--- config.mk ---
export PLATFORM = sky130hd
export DESIGN_NAME = tcdm_store_streamer_flat
export DESIGN_NICKNAME = d
export VERILOG_FILES = /design/src/rtl/tcdm_store_streamer_if.sv /design/src/rtl/tcdm_store_streamer.sv /design/src/flat_wrapper.sv
export SDC_FILE = /design/constraint.sdc
export NUM_CORES = 1
export LEC_CHECK = 0
export ABC_AREA = 1
export ABC_CLOCK_PERIOD_IN_PS = 2700
export BUFFER_PORTS_ARGS = -buffer_cell sky130_fd_sc_hd__buf_2
export CAP_MARGIN = 20
export CORE_ASPECT_RATIO = 1.1
export CORE_UTILIZATION = 54
export DETAILED_ROUTE_END_ITERATION = 10
export PLACE_DENSITY = 0.82
export SLEW_MARGIN = 25
export SYNTH_ARGS = -nofsm -noshare
export SYNTH_HDL_FRONTEND = slang
export SYNTH_SLANG_ARGS = --single-unit
--- constraint.sdc ---
create_clock -name clk_i -period 2.7 [get_ports clk_i]
set_input_delay 0.405 -clock clk_i [delete_from_list [all_inputs] [get_ports clk_i]]
set_output_delay 0.405 -clock clk_i [all_outputs]
set_load 0.1 [all_outputs]
--- src/rtl/tcdm_store_streamer_if.sv ---
// Ready/valid beat stream carrying data and byte strobes (FIFO pop side).
// The sink modport is used by tcdm_store_streamer.
interface stream_intf #(
  parameter int unsigned DATA_WIDTH = 32,
  parameter int unsigned STRB_WIDTH = (DATA_WIDTH + 7) / 8
) ();
  logic [DATA_WIDTH-1:0] data;
  logic [STRB_WIDTH-1:0] strb;
  logic                  valid;
  logic                  ready;

  modport source (output data, output strb, output valid, input ready);
  modport sink   (input data, input strb, input valid, output ready);
endinterface

--- src/rtl/tcdm_store_streamer.sv ---
// Drains a FIFO pop stream into TCDM write requests with a base/stride/length address generator.
// Optional TCDM_STREAMER_STRB_SKIP_EN: all-zero-strobe beats are consumed without a TCDM request.
module tcdm_store_streamer #(
  parameter int unsigned DATA_WIDTH = 32,
  parameter int unsigned ADDR_WIDTH = 32,
  parameter int unsigned CNT_WIDTH  = 16,
  parameter int unsigned BE_WIDTH   = (DATA_WIDTH + 7) / 8
) (
  input  logic                  clk_i,
  input  logic                  rst_ni,
  input  logic                  clear_i,
  input  logic                  start_i,
  input  logic [ADDR_WIDTH-1:0] base_addr_i,
  input  logic [ADDR_WIDTH-1:0] stride_i,
  input  logic [CNT_WIDTH-1:0]  length_i,
  output logic                  busy_o,
  output logic                  done_o,
  stream_intf.sink              stream_i,
  output logic                  tcdm_req_o,
  input  logic                  tcdm_gnt_i,
  output logic [ADDR_WIDTH-1:0] tcdm_add_o,
  output logic                  tcdm_wen_o,
  output logic [DATA_WIDTH-1:0] tcdm_data_o,
  output logic [BE_WIDTH-1:0]   tcdm_be_o
);

  typedef enum logic [1:0] {
    IDLE = 2'd0,
    RUN  = 2'd1,
    DONE = 2'd2
  } state_e;

  state_e                state_q, state_d;
  logic [ADDR_WIDTH-1:0] addr_q, addr_d;
  logic [ADDR_WIDTH-1:0] stride_q, stride_d;
  logic [CNT_WIDTH-1:0]  len_q, len_d;
  logic [CNT_WIDTH-1:0]  cnt_q, cnt_d;

  logic in_run;
  logic handshake;
  logic last_beat;

  assign in_run    = (state_q == RUN);
  assign last_beat = (cnt_q == len_q - CNT_WIDTH'(1));

`ifdef TCDM_STREAMER_STRB_SKIP_EN
  logic strb_zero;
  assign strb_zero = (stream_i.strb == '0);

  // A zero-strobe beat completes on valid alone and never reaches the TCDM.
  assign tcdm_req_o     = in_run & stream_i.valid & ~strb_zero;
  assign stream_i.ready = in_run & (tcdm_gnt_i | (stream_i.valid & strb_zero));
  assign handshake      = in_run & stream_i.valid & (tcdm_gnt_i | strb_zero);
`else
  assign tcdm_req_o     = in_run & stream_i.valid;
  assign stream_i.ready = in_run & tcdm_gnt_i;
  assign handshake      = in_run & stream_i.valid & tcdm_gnt_i;
`endif

  assign tcdm_add_o  = addr_q;
  assign tcdm_wen_o  = 1'b0;
  assign tcdm_data_o = tcdm_req_o ? stream_i.data : '0;
  assign tcdm_be_o   = tcdm_req_o ? stream_i.strb : '0;
  assign busy_o      = (state_q != IDLE);
  assign done_o      = (state_q == DONE);

  // NOTE: every next-state signal gets its hold value first so no path leaves it unassigned (no latches).
  always_comb begin
    state_d  = state_q;
    addr_d   = addr_q;
    stride_d = stride_q;
    len_d    = len_q;
    cnt_d    = cnt_q;

    unique case (state_q)
      IDLE: begin
        if (start_i) begin
          if (length_i != '0) begin
            state_d  = RUN;
            addr_d   = base_addr_i;
            stride_d = stride_i;
            len_d    = length_i;
            cnt_d    = '0;
          end else begin
            state_d = DONE;
          end
        end
      end
      RUN: begin
        if (handshake) begin
          addr_d = addr_q + stride_q;
          cnt_d  = cnt_q + CNT_WIDTH'(1);
          if (last_beat) state_d = DONE;
        end
      end
      DONE:    state_d = IDLE;
      default: state_d = IDLE;
    endcase
  end

  // NOTE: state uses non-blocking assignments; reset and soft clear are both synchronous and identical.
  always_ff @(posedge clk_i) begin
    if (!rst_ni || clear_i) begin
      state_q  <= IDLE;
      addr_q   <= '0;
      stride_q <= '0;
      len_q    <= '0;
      cnt_q    <= '0;
    end else begin
      state_q  <= state_d;
      addr_q   <= addr_d;
      stride_q <= stride_d;
      len_q    <= len_d;
      cnt_q    <= cnt_d;
    end
  end

endmodule

--- src/flat_wrapper.sv ---
// flat-port wrapper written by rule: the top's interface ports become plain ports
module tcdm_store_streamer_flat 
#(
  parameter int unsigned DATA_WIDTH = 32,
  parameter int unsigned ADDR_WIDTH = 32,
  parameter int unsigned CNT_WIDTH  = 16,
  parameter int unsigned BE_WIDTH   = (DATA_WIDTH + 7) / 8
)
  (clk_i, rst_ni, clear_i, start_i, base_addr_i, stride_i, length_i, busy_o, done_o, tcdm_req_o, tcdm_gnt_i, tcdm_add_o, tcdm_wen_o, tcdm_data_o, tcdm_be_o, stream_i_data, stream_i_strb, stream_i_valid, stream_i_ready);
  stream_intf #(.DATA_WIDTH(DATA_WIDTH)) stream_i_i ();
  input  logic clk_i;
  input  logic rst_ni;
  input  logic clear_i;
  input  logic start_i;
  input  logic [ADDR_WIDTH-1:0] base_addr_i;
  input  logic [ADDR_WIDTH-1:0] stride_i;
  input  logic [CNT_WIDTH-1:0] length_i;
  output logic busy_o;
  output logic done_o;
  output logic tcdm_req_o;
  input  logic tcdm_gnt_i;
  output logic [ADDR_WIDTH-1:0] tcdm_add_o;
  output logic tcdm_wen_o;
  output logic [DATA_WIDTH-1:0] tcdm_data_o;
  output logic [BE_WIDTH-1:0] tcdm_be_o;
  input wire logic [$bits(stream_i_i.data)-1:0] stream_i_data;
  input wire logic [$bits(stream_i_i.strb)-1:0] stream_i_strb;
  input wire logic [$bits(stream_i_i.valid)-1:0] stream_i_valid;
  output wire logic [$bits(stream_i_i.ready)-1:0] stream_i_ready;
  assign stream_i_i.data = stream_i_data;
  assign stream_i_i.strb = stream_i_strb;
  assign stream_i_i.valid = stream_i_valid;
  assign stream_i_ready = stream_i_i.ready;
  tcdm_store_streamer #(.DATA_WIDTH(DATA_WIDTH), .ADDR_WIDTH(ADDR_WIDTH), .CNT_WIDTH(CNT_WIDTH), .BE_WIDTH(BE_WIDTH)) u_core (.clk_i(clk_i), .rst_ni(rst_ni), .clear_i(clear_i), .start_i(start_i), .base_addr_i(base_addr_i), .stride_i(stride_i), .length_i(length_i), .busy_o(busy_o), .done_o(done_o), .stream_i(stream_i_i), .tcdm_req_o(tcdm_req_o), .tcdm_gnt_i(tcdm_gnt_i), .tcdm_add_o(tcdm_add_o), .tcdm_wen_o(tcdm_wen_o), .tcdm_data_o(tcdm_data_o), .tcdm_be_o(tcdm_be_o));
endmodule
==> impl_metrics.toml <==
[power]
peakVddDrop_mv = 0.322
power_mw = 3.97
p_leak_nw = 4.72
power.density_nw_per_um2 = 434

[yosys]
synth_top_area_share_pct = 27.4
synth_top_area_cell = "dfxtp_1"
synth_cell_types = 40
synth-seq-area-share_pct = 27.4
ys_warn_count = 0
syn-num-nets = 1367
syn_area_um2 = 7170
syn_inst = 1211
syn_avg_cell_area_um2 = 5.92
synth.area.top_cells = "dfxtp_1 (27%), nand2_1 (16%), nor2_1 (12%), inv_1 (8.1%), a21oi_1 (6.3%)"
synth_seq_cells = 98

[grt]
first_global_vias = 7901
antenna_found_initial = 0
grt_max_degree = 57
grtUsageMet2_pct = 61.5
use_met3_pct = 5.19
grt_busiest_layer = "met2"
grt_pass1_wl_um = 36500
grt_usage_pct = 33.6
gr-total-overflow = 0
grt_use_met1_pct = 38.0

[detailed_routing]
final_antenna_net_count = 0
dr.pass1.iters = 8
routed_wl_um = 22600
viasPerCell = 5.37
drtIter0Drc = 658
drc = 3
num_vias = 8296
wl_per_cell_um = 14.6

[sta]
hold_violations = 0
max_freq_mhz = 418
maxSlewHeadroom_pct = 62.3
fin_crit_sh_pct = 88.6
rsz0062_at_grt = "no"
finalMaxSlewViolations = 0
setup_viol = 0
tightest_slew_ns = 0.566
fin_crit_ns = 2.39
skew_ns = 0.00880

[critical_path]
timing.rr.start = "u_core.tcdm_add_o[0]"
slowest_stage = "dfxtp_1"
worst-path-buf-inv = 2
crit_cells = 13
crit_required_ns = 2.99
critPathCaptureType = "register"
crit_end = "u_core.tcdm_add_o[20]"
crit_family = "simple AND/OR/NAND/NOR gates"
critical_path.cell_chain = "ha_1, inv_1, fa_1, inv_1, nand3_1, nand3_1, nand3_1, nand3_1, nand2_1, nand2_1, xor2_1, nand2_1, a21oi_1"
r2r_slack_ns = 0.31
path_max_fanout = 5
max_stage_delay_ns = 0.36
path_common_cell = "nand3_1"
timing.rr.end = "u_core.tcdm_add_o[20]"
worstSetupStartpoint = "u_core.tcdm_add_o[0]"
reg2reg_depth = 13
crit_arrival_ns = 2.68
worstSetupStartpointType = "register"
crit_type = "register to register"

[clock_network]
cts_buffers = 9
cts_root_buf = "clkbuf_16"
cts_tree = "built"
cts_num_sinks = 98
clkTransAtPathRegs_ns = 0.07
hold_buffers = 0
cts-htree-levels = 3
clockBufferDepth = 2
cts-resized-gates = 0
cts_setup_buffers = 0
clk_latency_ns = 0.37

[floorplanning]
ios = 195
initial_utilization_pct = 56.0
die_h_um = 123
die_x_um = 112
die_area_um2 = 13700
placementRows = 43
core_um2 = 12800

[cells_and_area]
antenna_cells = 0
drive_gt1_share_pct = 17.1
postLayoutCellArea_um2 = 9140
syn2layout_area_growth_pct = 27.4
fin_cells = 1546
fin_nets = 1541
final_util_pct = 71.4

[outcome]
outcome = "finished, violations left"
violations = "DRC"

[flow_run]
maxCapViolCount = 0

[placement]
place.gp.congestion = 0.980
dp_cells = 1531
dp_hpwl_um = 17600
placed_area_um2 = 8820
io_buffers = 193

[worst_hold_path]
hold_path_class = "primary input to register"
hp-start = "stride_i[23]"
[kinds of logic (layout without fill, tap and decap cells)]
logic type	after synthesis	in the layout	share of synthesized area [%]
xor gates and xnor gates	30	30	3.67
DFF	98	98	27.4
buffers and inverters	202	380	11.2
and+or+nand+nor	652	652	37.5
other	1	1	0.0523
adders and majority gates	34	34	6.04
AOI/OAI and AO/OA	194	194	14.2
[report_power, final]
part           switching [mW]  leakage (nW)  internal (mW)  total (mW)
combinational           0.693          3.77          0.310        1.00
clock                   0.582         0.158          0.830        1.41
sequential             0.0507         0.799           1.50        1.55
total                    1.33          4.72           2.64        3.97
[tightest hold or removal path, cell delays in order]
cell     delay [ns]
buf_2          0.07
o21ai_0        0.07
nor2_1         0.08
[registers in the layout, summed over array words and instances, names as in the netlist]
signal / cells
u_core.len_q: 16
u_core.cnt_q: 16
u_core.state_q: 2
u_core.tcdm_add_o: 32
u_core.stride_q: 32
[area by class of cell]
class | count | area (um2)
clock inverters | 5 | 78.8
well taps | 157 | 196
flip-flops and latches | 98 | 1960
inverters | 158 | 593
repair buffers | 207 | 1640
fillers | 1101 | 3670
multi-input cells | 911 | 4430
clock buffers | 10 | 239
[layout by cell type, fill, tap and decap left out, types with 3 or more instances in the layout]
cell,netlist,routed
o21bai_1,5,5
nand3_1,63,63
nand3b_1,10,10
o21ai_0,85,85
buf_4,2,14
or2_2,4,4
nor3_1,14,14
o211ai_1,4,4
nor4_1,7,7
nand4_1,16,16
dfxtp_1,98,98
buf_2,9,155
inv_1,155,155
a21oi_1,90,90
xor2_1,21,21
a31oi_1,3,3
nand2_1,300,300
ha_1,33,33
a21o_1,3,3
xnor2_1,9,9
and2_1,3,3
buf_12,0,38
nor2_2,2,3
nor2_1,227,224
clkbuf_16,0,9
[worst min path at each step]
| stage | slack (ns) | end | cells after the start |
|---|---|---|---|
| detailed placement | 0.48 | u_core.stride_q[12] | 2 |
| global placement | 0.47 | u_core.stride_q[20] | 2 |
| finish | 0.29 | u_core.stride_q[23] | 3 |
| floorplan | 0.46 | u_core.len_q[1] | 2 |
| global route | 0.31 | u_core.stride_q[31] | 3 |
| CTS | 0.29 | u_core.stride_q[23] | 3 |
[metrics by stage]
step | worst slack (ns) | TNS (ns) | hold slack [ns]
2_1_floorplan | -0.182 | -5.27 | 0.459
3_3_place_gp | 0.416 | 0 | 0.466
5_1_grt | 0.134 | 0 | 0.306
3_5_place_dp | 0.377 | 0 | 0.478
6_report | 0.307 | 0 | 0.290
4_1_cts | 0.332 | 0 | 0.294
[synthesized netlist by cell type (all sizes together)]
cell,number
nand2,302
nor2,229
inv,156
dfxtp,98
a21oi,91
o21ai,85
nand3,63
ha,33
clkbuf,29
xor2,21
nand4,16
buf,15
nor3,15
nand3b,10
xnor2,9
nor4,8
o21bai,5
or2,5
o211ai,4
a21o,3
a31oi,3
and2,3
clkinv,2
a211oi,1
a31o,1
and3,1
conb,1
fa,1
o21a,1
[routing by layer]
| metal | vias to the layer above | part of all wire, % |
|---|---|---|
| met3 | 57 | 6.0 |
| li1 | 4189 | - |
| met1 | 3733 | 41 |
| met4 | 0 | 3.5 |
| met2 | 317 | 50 |
| met5 | - | 0 |
Note: power is estimated with default switching activity, not from simulation.
